--- config.mk ---
export PLATFORM = sky130hd
export DESIGN_NAME = mul_div_unit
export DESIGN_NICKNAME = d
export VERILOG_FILES = /design/src/rtl/mdu_pkg.sv /design/src/rtl/mul_div_unit.sv
export SDC_FILE = /design/constraint.sdc
export NUM_CORES = 1
export LEC_CHECK = 0
export ABC_AREA = 0
export BUFFER_PORTS_ARGS = -buffer_cell sky130_fd_sc_hd__clkbuf_2
export CAP_MARGIN = 20
export CORE_AREA = 2 2 199 201
export CTS_CLUSTER_DIAMETER = 200
export DETAILED_ROUTE_END_ITERATION = 10
export DIE_AREA = 0 0 201 203
export GPL_TIMING_DRIVEN = 1
export PLACE_DENSITY = 0.55
export SKIP_LAST_GASP = 1
export SYNTH_ARGS = -nofsm -noshare
export SYNTH_HDL_FRONTEND = slang
export SYNTH_SLANG_ARGS = --single-unit
export TNS_END_PERCENT = 1
--- constraint.sdc ---
create_clock -name clk -period 3.7 [get_ports clk]
set_input_delay 0.185 -clock clk [delete_from_list [all_inputs] [get_ports clk]]
set_output_delay 0.185 -clock clk [all_outputs]
set_load 0.05 [all_outputs]
--- src/rtl/mdu_pkg.sv ---
// mdu_pkg: shared op encodings and FSM states for the multiply/divide unit
package mdu_pkg;
  typedef enum logic [1:0] {
    OP_MULT  = 2'b00,
    OP_MULTU = 2'b01,
    OP_DIV   = 2'b10,
    OP_DIVU  = 2'b11
  } mdu_op_e;
  typedef enum logic [1:0] {
    ST_IDLE = 2'b00,
    ST_RUN  = 2'b01,
    ST_FIX  = 2'b10
  } mdu_state_e;
endpackage

--- src/rtl/mul_div_unit.sv ---
// mul_div_unit: iterative signed/unsigned multiply and restoring divide into HI/LO
module mul_div_unit
  import mdu_pkg::*;
#(
  parameter int XLEN = 32
) (
  input  logic            clk,
  input  logic            reset,
  input  logic            start,
  input  logic [1:0]      op,
  input  logic [XLEN-1:0] a,
  input  logic [XLEN-1:0] b,
  input  logic            flush,
  input  logic            wr_hi,
  input  logic            wr_lo,
  input  logic [XLEN-1:0] wdata,
  output logic            busy,
  output logic            done,
  output logic [XLEN-1:0] hi,
  output logic [XLEN-1:0] lo
);
  localparam int CW = $clog2(XLEN);
  mdu_state_e state, state_n;
  mdu_op_e op_r;
  logic sa, sb, a_neg, b_neg, accept, is_div, ge;
  logic [CW-1:0] cnt;
  logic [XLEN-1:0] md, ma, mb, q, r;
  logic [XLEN:0] msum, t, diff;
  logic [2*XLEN:0] w, sh, w_step;
  logic [2*XLEN-1:0] p, res;
  always_ff @(posedge clk or negedge reset) begin
    if (!reset) state <= ST_IDLE;
    else state <= state_n;
  end
  always_comb begin
    state_n = flush ? ST_IDLE :
              state == ST_IDLE ? (start ? ST_RUN : ST_IDLE) :
              state == ST_RUN ? (cnt == '0 ? ST_FIX : ST_RUN) : ST_IDLE;
  end
  always_comb begin
    busy = state != ST_IDLE;
  end
  always_comb begin
    is_div = op_r == OP_DIV || op_r == OP_DIVU;
    a_neg = ~op[0] & a[XLEN-1];
    b_neg = ~op[0] & b[XLEN-1];
    ma = a_neg ? -a : a;
    mb = b_neg ? -b : b;
    accept = state == ST_IDLE && start && !flush;
    msum = w[2*XLEN:XLEN] + (w[0] ? {1'b0, md} : '0);
    sh = {w[2*XLEN-1:0], 1'b0};
    t = sh[2*XLEN:XLEN];
    ge = t >= {1'b0, md};
    diff = t - {1'b0, md};
    w_step = is_div ? {ge ? diff : t, sh[XLEN-1:1], ge} : {1'b0, msum, w[XLEN-1:1]};
    p = w[2*XLEN-1:0];
    q = w[XLEN-1:0];
    r = w[2*XLEN-1:XLEN];
    res = !is_div ? ((sa ^ sb) ? -p : p) :
          md == '0 ? {r, {XLEN{1'b1}}} :
          {sa ? -r : r, (sa ^ sb) ? -q : q};
  end
  always_ff @(posedge clk or negedge reset) begin
    if (!reset) begin
      op_r <= OP_MULT;
      sa <= 1'b0;
      sb <= 1'b0;
      md <= '0;
      w <= '0;
      cnt <= '0;
      done <= 1'b0;
      hi <= '0;
      lo <= '0;
    end else begin
      done <= state == ST_FIX && !flush;
      if (accept) begin
        op_r <= mdu_op_e'(op);
        sa <= a_neg;
        sb <= b_neg;
        md <= op[1] ? mb : ma;
        w <= {{(XLEN+1){1'b0}}, op[1] ? ma : mb};
        cnt <= CW'(XLEN-1);
      end else if (state == ST_RUN) begin
        w <= w_step;
        cnt <= cnt - CW'(1);
      end
      if (state == ST_FIX && !flush) begin
        hi <= res[2*XLEN-1:XLEN];
        lo <= res[XLEN-1:0];
      end else if (!busy) begin
        if (wr_hi) hi <= wdata;
        if (wr_lo) lo <= wdata;
      end
    end
  end
endmodule

* Word level (Yosys, flattened, before mapping)
Index checks and enable logic that the tools add are counted.
** Storage, ports and cells
- Flip-flop bits (word level) :: 173
** Operators by class
- Add/subtract/negate cells :: 8
- Order comparisons :: 1
- Eq/ne operators :: 5
- Multiplexer cells :: 27
- Bitwise logic cells :: 4
- Reduce and logical (&&, ||, !) cells :: 14
** Operators with widths (count)
- two-way mux 32 bit :: 13
- two-way mux 65 bit :: 3
- two-way mux 64 bit :: 3
- negation 32 bit :: 4
- negation 64 bit :: 1
- adder 33 x 32 -> 33 bit :: 1
- >= comparator 33 x 32 -> 1 bit :: 1
- two-way mux 33 bit :: 1
- subtractor 33 x 32 -> 33 bit :: 1
- zero test 32 bit :: 1
- two-way mux 5 bit :: 2
- two-way mux 2 bit :: 4
- nonzero test 2 bit :: 4
- equality test 2 bit (second input constant) :: 3
- zero test 5 bit :: 1
- subtractor 5 x 1 -> 5 bit (second input constant) :: 1
- AND reduction 2 bit :: 2
- logical AND 1 bit :: 3
- AND 1 bit :: 2
- equality test 2 x 1 -> 1 bit (second input constant) :: 1
- zero test 2 bit :: 1
- != test 2 x 1 -> 1 bit (second input constant) :: 1
- zero test 1 bit :: 1
- logical OR 1 bit :: 1
- 3 further kinds :: 3

* Longest topological paths before layout
- Depth in word-level cells :: 5
- Gate-level depth with buffers :: 14
- Mapped depth without buffers :: 13

* Worst setup path after synthesis
OpenSTA, ideal clock, no wires.
- Path type :: register to register
- Start :: register w[0]
- End :: register w[63]
- Data arrival time :: 3.047 ns
- Required time :: 3.574 ns
- Setup slack :: 0.527 ns
- Cell stages (with the launch flop) :: 14
- Buffers on the path :: 1
- Clock period less this slack :: 3.173 ns
- Path through :: dfrtp_1 inv_1 clkbuf_1 nor2_1 ha_1 a21o_1 a21oi_1 a21oi_1 a211oi_1 o21ai_0 a31oi_1 o21ai_0 xor2_1 a221o_1
** On the way
- Longest elaborated chain between the ends :: 5
** Ends and longest elaborated chain
- start, declared :: RTL line mul_div_unit.sv:29 : logic [2*XLEN:0] w, sh, w_step;
- start signal, assigned :: RTL line mul_div_unit.sv:81 : w <= {{(XLEN+1){1'b0}}, op[1] ? ma : mb};
- start signal, assigned :: RTL line mul_div_unit.sv:84 : w <= w_step;
- two-way mux 32 bit :: RTL line mul_div_unit.sv:50 : msum = w[2*XLEN:XLEN] + (w[0] ? {1'b0, md} : '0);
- adder 33 x 32 -> 33 bit :: RTL line mul_div_unit.sv:50
- two-way mux 65 bit :: RTL line mul_div_unit.sv:55 : w_step = is_div ? {ge ? diff : t, sh[XLEN-1:1], ge} : {1'b0, msum, w[XLEN-1:1]};
- two-way mux 65 bit :: RTL line mul_div_unit.sv:83 : end else if (state == ST_RUN) begin
- two-way mux 65 bit :: RTL line mul_div_unit.sv:76 : if (accept) begin
No other way between the ends. The select of a mux whose other input is x is not followed.
A chain may end at the register's enable or synchronous reset.

* Worst setup path after layout
- Start :: register w[31]
- End :: register w[62]
** On the way
- Longest elaborated chain between the ends :: 5
** Ends and longest elaborated chain (RTL line)
- subtractor 33 x 32 -> 33 bit / >= comparator 33 x 32 -> 1 bit (equally long branches) :: mul_div_unit.sv:54, mul_div_unit.sv:53
- two-way mux 33 bit * :: mul_div_unit.sv:55
- two-way mux 65 bit * :: mul_div_unit.sv:55
- two-way mux 65 bit * :: mul_div_unit.sv:83
- two-way mux 65 bit * :: mul_div_unit.sv:76
Every way passes the cells marked *; elsewhere a longest branch is shown, timed or not. The select of a mux whose other input is x is not followed.

==> results summary <==
The mean cell area of the mapped netlist is 7.95 um^2. The most used flip-flop cell after synthesis is sky130_fd_sc_hd__dfrtp_1. The netlist uses 74 different library cells. The analysis attributes to net switching a power of 6750 uW. In the post-synthesis netlist, the biggest area contributors are sky130_fd_sc_hd__dfrtp_1 (28%), sky130_fd_sc_hd__mux2i_1 (6.6%), sky130_fd_sc_hd__ha_1 (5.7%). After legalization and detailed placement, the total HPWL measured about 48 mm. The final weighted congestion in routability-driven placement is 1.00.

The clock insertion delay at the later pin of the skew report is 0.45 ns. The final hold slack came out at 0.0318 ns. The number of violations reported at the end of detailed-routing iteration 0 is 1510. In this run, the combinational gates consume 63.3% of the power. The upper clock frequency limit is around 280 MHz. The worst clock skew on the final layout is 0.0144 ns. The maximum root-to-sink buffer count came out at 2.

The routed layout has 15800 vias. The detail-routed via count per cell came out at 6.09. The startpoint identified for the worst hold timing path is wdata[5].

The number of max-cap violations came out at 0. The detailed-route DRC error count came out at 0. 0 antenna diodes ended up in the layout. The number of pins with negative max-slew slack in the final report was 0. Summed over all instances, the cell type with the most area after synthesis is sky130_fd_sc_hd__dfrtp_1.

The slack of the worst reg-to-reg path is 0.12 ns. Input and output buffers added on the ports amount to 169. The number of placed instances, taps included came out at 2564. The cell leakage power came out at 0.00790 uW. For this run, asynchronously set or reset flops after synthesis account for 100%. The reg-to-reg endpoint is w[62]$_DFFE_PN0P_.

The clock buffer count from CTS came out at 17. The cell depth of the worst hold path came out at 3. The post-synthesis instance area is 15300 um^2. The number of global-route vias before repair came to 14600.

The area of the core came out at 38500 um^2. After clock tree synthesis, the clock-pin slew on the worst setup and hold paths is approximately 0.070 ns. The total count of hold-check failures in the final report was 0. For this block, the routed nets add up to 60.8 mm of wire. The count of warnings emitted by yosys is 0. The type of destination of the critical path is a register. Setup repair after global routing left no endpoint under its margin. The floorplan step defined a die boundary enclosing slightly above 40000 um^2.

The end of the worst hold path is lo[5]$_DFFE_PN0P_. The remaining global-route overflow is 0. CTS placed an instance of sky130_fd_sc_hd__clkbuf_16 at the clock tree root. The clock network is responsible for 13.2% of the overall power.

The number of flops mapped to enable cells by yosys came out at 0. The synthesized instance count is 1924. The final core utilization came out at 45.6%.

The worst pin sits at a relative slew slack of 33.8%. The path class of the tightest hold or removal check is input pin to register. The critical path is of the register to register type. The setup violation total in the final timing report is 0. The sink count of the clock tree is approximately 170. The peak fanout along the critical path came out at 5. The initial antenna violation count came out at 0. The run finished with clean final reports. The switching power as a share of total power came out at 51.5%.

The vertical die dimension is around 200 um. The shortest clock period the worst path allows after layout is about 3.6 ns. The starting utilization of the core area is about 40%.

The detailed-route wire length per cell is 23.4 um. The share of post-route cells with drive strength above 1 came out at 15.3%. The number of cells traversed by the worst register-to-register path came out at 13. The ratio of total power to cell area came out at 748 nW/um^2. The maximum vdd drop is roughly 0.39 mV.

The startpoint identified for the worst register-to-register timing path is w[31]$_DFFE_PN0P_. The total number of nets in the final design is around 2200. The wire length of the first global-routing pass is 91.6 mm. The pin slew with the least headroom to its limit is 0.985 ns. The global-route usage over all layers is roughly 29%. The number of standard-cell rows in the floorplan is 72. The sequential fraction of the synthesis area is 28.2%. In this run the biggest area consumer among cell types represents 28.2% of the synthesized area.

The synthesized flop and latch total came out at 172. TritonCTS built the clock tree. The number of nets still failing antenna checks after routing came out at 0.

The setup TNS came out at 0 ns. The pin count of the biggest net entering global routing is 120. Dividing the final minimum period by the clock period gives 96.9%.

The number of detailed-route iterations in the first pass came out at 8. The die is 201 um wide. The arrival time at the worst endpoint came out at 3.95 ns. The area added between synthesis and finish is 14.8%.

The number of ports placed on the die boundary came out at between 150 and 200. The final non-filler cell total came out at 2598. Data on the critical path is required at its endpoint by 4.07 ns. The synthesized netlist net count is 2100. Registers are responsible for 23.5% of the overall power. Internal power comes to 6370 uW. The clock tree synthesis step divided the H-tree into 4 levels. The worst setup path is launched from a register.
-- cell type report --
| cell class | count | area [um^2] |
|---|---|---|
| tap | 518 | 648 |
| clock inverter | 11 | 83.8 |
| fill | 3937 | 20900 |
| sequential | 172 | 4310 |
| inverter | 65 | 244 |
| multi-input combinational | 1557 | 10300 |
| clock buffer | 21 | 460 |
| timing repair buffer | 254 | 1520 |
-- stage by stage --
stage / worst slack [ns] / total power, uW / cell area [um^2]
global placement: 0.136 / 11100 / 17000
detailed placement: 0.0327 / 11200 / 17000
global route: 0.00811 / 13900 / 17500
CTS: 0.0190 / 12900 / 17500
finish: 0.115 / 13100 / 17500
floorplan: 0.527 / 8440 / 15300
-- per-layer routing --
layer	track usage, %	routed length, um	up-vias
met5	0	0	-
met3	4.86	4700	108
met1	41.1	27400	7609
met2	45.6	26600	741
li1	-	-	7357
met4	10.4	2080	0
-- power by group through the flow --
stage                     clock (uW)  sequential (uW)  combinational (uW)
after CTS                       1750             3050                8120
after global placement             0             3070                8070
after detailed placement           0             3080                8080
after floorplan                    0             3290                5150
after global routing            1830             3130                8970
final                           1730             3080                8310
-- placed cells by master, fill, tap and decap left out, types with 10 or more instances in the layout --
master / n
sky130_fd_sc_hd__xnor2_1: 95
sky130_fd_sc_hd__a21oi_1: 165
sky130_fd_sc_hd__dfrtp_1: 171
sky130_fd_sc_hd__nor4_1: 26
sky130_fd_sc_hd__a31oi_1: 31
sky130_fd_sc_hd__clkbuf_16: 17
sky130_fd_sc_hd__and2_1: 10
sky130_fd_sc_hd__mux2i_1: 101
sky130_fd_sc_hd__buf_4: 81
sky130_fd_sc_hd__o21a_1: 14
sky130_fd_sc_hd__a22oi_1: 39
sky130_fd_sc_hd__nand2b_1: 12
sky130_fd_sc_hd__o21ai_0: 168
sky130_fd_sc_hd__o41ai_1: 10
sky130_fd_sc_hd__a211oi_1: 19
sky130_fd_sc_hd__nand4_1: 11
sky130_fd_sc_hd__xor2_1: 76
sky130_fd_sc_hd__inv_1: 65
sky130_fd_sc_hd__or3_1: 14
sky130_fd_sc_hd__nand3_1: 56
sky130_fd_sc_hd__a21o_1: 32
sky130_fd_sc_hd__clkbuf_2: 168
sky130_fd_sc_hd__nor3_1: 46
sky130_fd_sc_hd__o221ai_1: 36
sky130_fd_sc_hd__nand2_1: 182
sky130_fd_sc_hd__ha_1: 70
sky130_fd_sc_hd__nor2b_1: 19
sky130_fd_sc_hd__nor2_1: 150
sky130_fd_sc_hd__and3_1: 18
sky130_fd_sc_hd__o31ai_1: 19
-- flip-flops by register name, summed over array words and instances, names as in the netlist --
signal  count
sb          1
lo         32
sa          1
md         32
done        1
hi         32
op_r        1
state       2
cnt         5
w          65
-- critical path, stage by stage, from the launching register on --
cell and delay (ns):
sky130_fd_sc_hd__dfrtp_1 0.42, sky130_fd_sc_hd__inv_1 0.12, sky130_fd_sc_hd__ha_1 0.19, sky130_fd_sc_hd__inv_1 0.06
sky130_fd_sc_hd__fa_1 0.41, sky130_fd_sc_hd__a21o_1 0.20, sky130_fd_sc_hd__a221o_1 0.41, sky130_fd_sc_hd__a31oi_1 0.29
sky130_fd_sc_hd__a31oi_1 0.18, sky130_fd_sc_hd__a41oi_2 0.41, sky130_fd_sc_hd__o41ai_1 0.11, sky130_fd_sc_hd__a2111oi_0 0.52
sky130_fd_sc_hd__a311oi_1 0.08, sky130_fd_sc_hd__o21ai_0 0.10
-- cell families (layout without fill, tap and decap cells) --
| kind of cell | after synthesis | in the layout | share of synthesized area [%] |
|---|---|---|---|
| AO/OA/AOI/OAI | 619 | 619 | 25.7 |
| XOR/XNOR | 172 | 172 | 9.85 |
| adder cells (fa/ha/maj) | 72 | 72 | 5.99 |
| buffers and inverters | 195 | 351 | 4.81 |
| flip-flops | 172 | 172 | 28.2 |
| multiplexers | 104 | 104 | 6.83 |
| AND/OR/NAND/NOR | 590 | 590 | 18.7 |
-- worst max-delay path by stage --
stage	start	endpoint	cells past startpoint	slack, ns
finish	w[31]$_DFFE_PN0P_	w[62]$_DFFE_PN0P_	13	0.12
global route	w[0]$_DFFE_PN0P_	w[58]$_DFFE_PN0P_	13	0.008
CTS	w[31]$_DFFE_PN0P_	w[62]$_DFFE_PN0P_	13	0.02
detailed placement	w[31]$_DFFE_PN0P_	w[62]$_DFFE_PN0P_	13	0.03
global placement	w[31]$_DFFE_PN0P_	w[62]$_DFFE_PN0P_	13	0.14
floorplan	w[0]$_DFFE_PN0P_	w[63]$_DFFE_PN0P_	13	0.53
-- cell usage after synthesis (39+ instances only) --
master                     instances
sky130_fd_sc_hd__dfrtp_1         172
sky130_fd_sc_hd__o21ai_0         168
sky130_fd_sc_hd__nand3_1          56
sky130_fd_sc_hd__clkbuf_1        117
sky130_fd_sc_hd__ha_1             70
sky130_fd_sc_hd__inv_1            65
sky130_fd_sc_hd__nand2_1         182
sky130_fd_sc_hd__nor3_1           46
sky130_fd_sc_hd__xor2_1           77
sky130_fd_sc_hd__mux2i_1         101
sky130_fd_sc_hd__a22oi_1          39
sky130_fd_sc_hd__nor2_1          151
sky130_fd_sc_hd__xnor2_1          95
sky130_fd_sc_hd__a21oi_1         165
-- repair_timing --
item	in CTS	in global routing
setup buffers	0	0
hold endpoints to repair	84	0
resized for setup	0	2
setup endpoints to repair	0	4
hold buffers	2	0
Note: power is estimated with default switching activity, not from simulation.
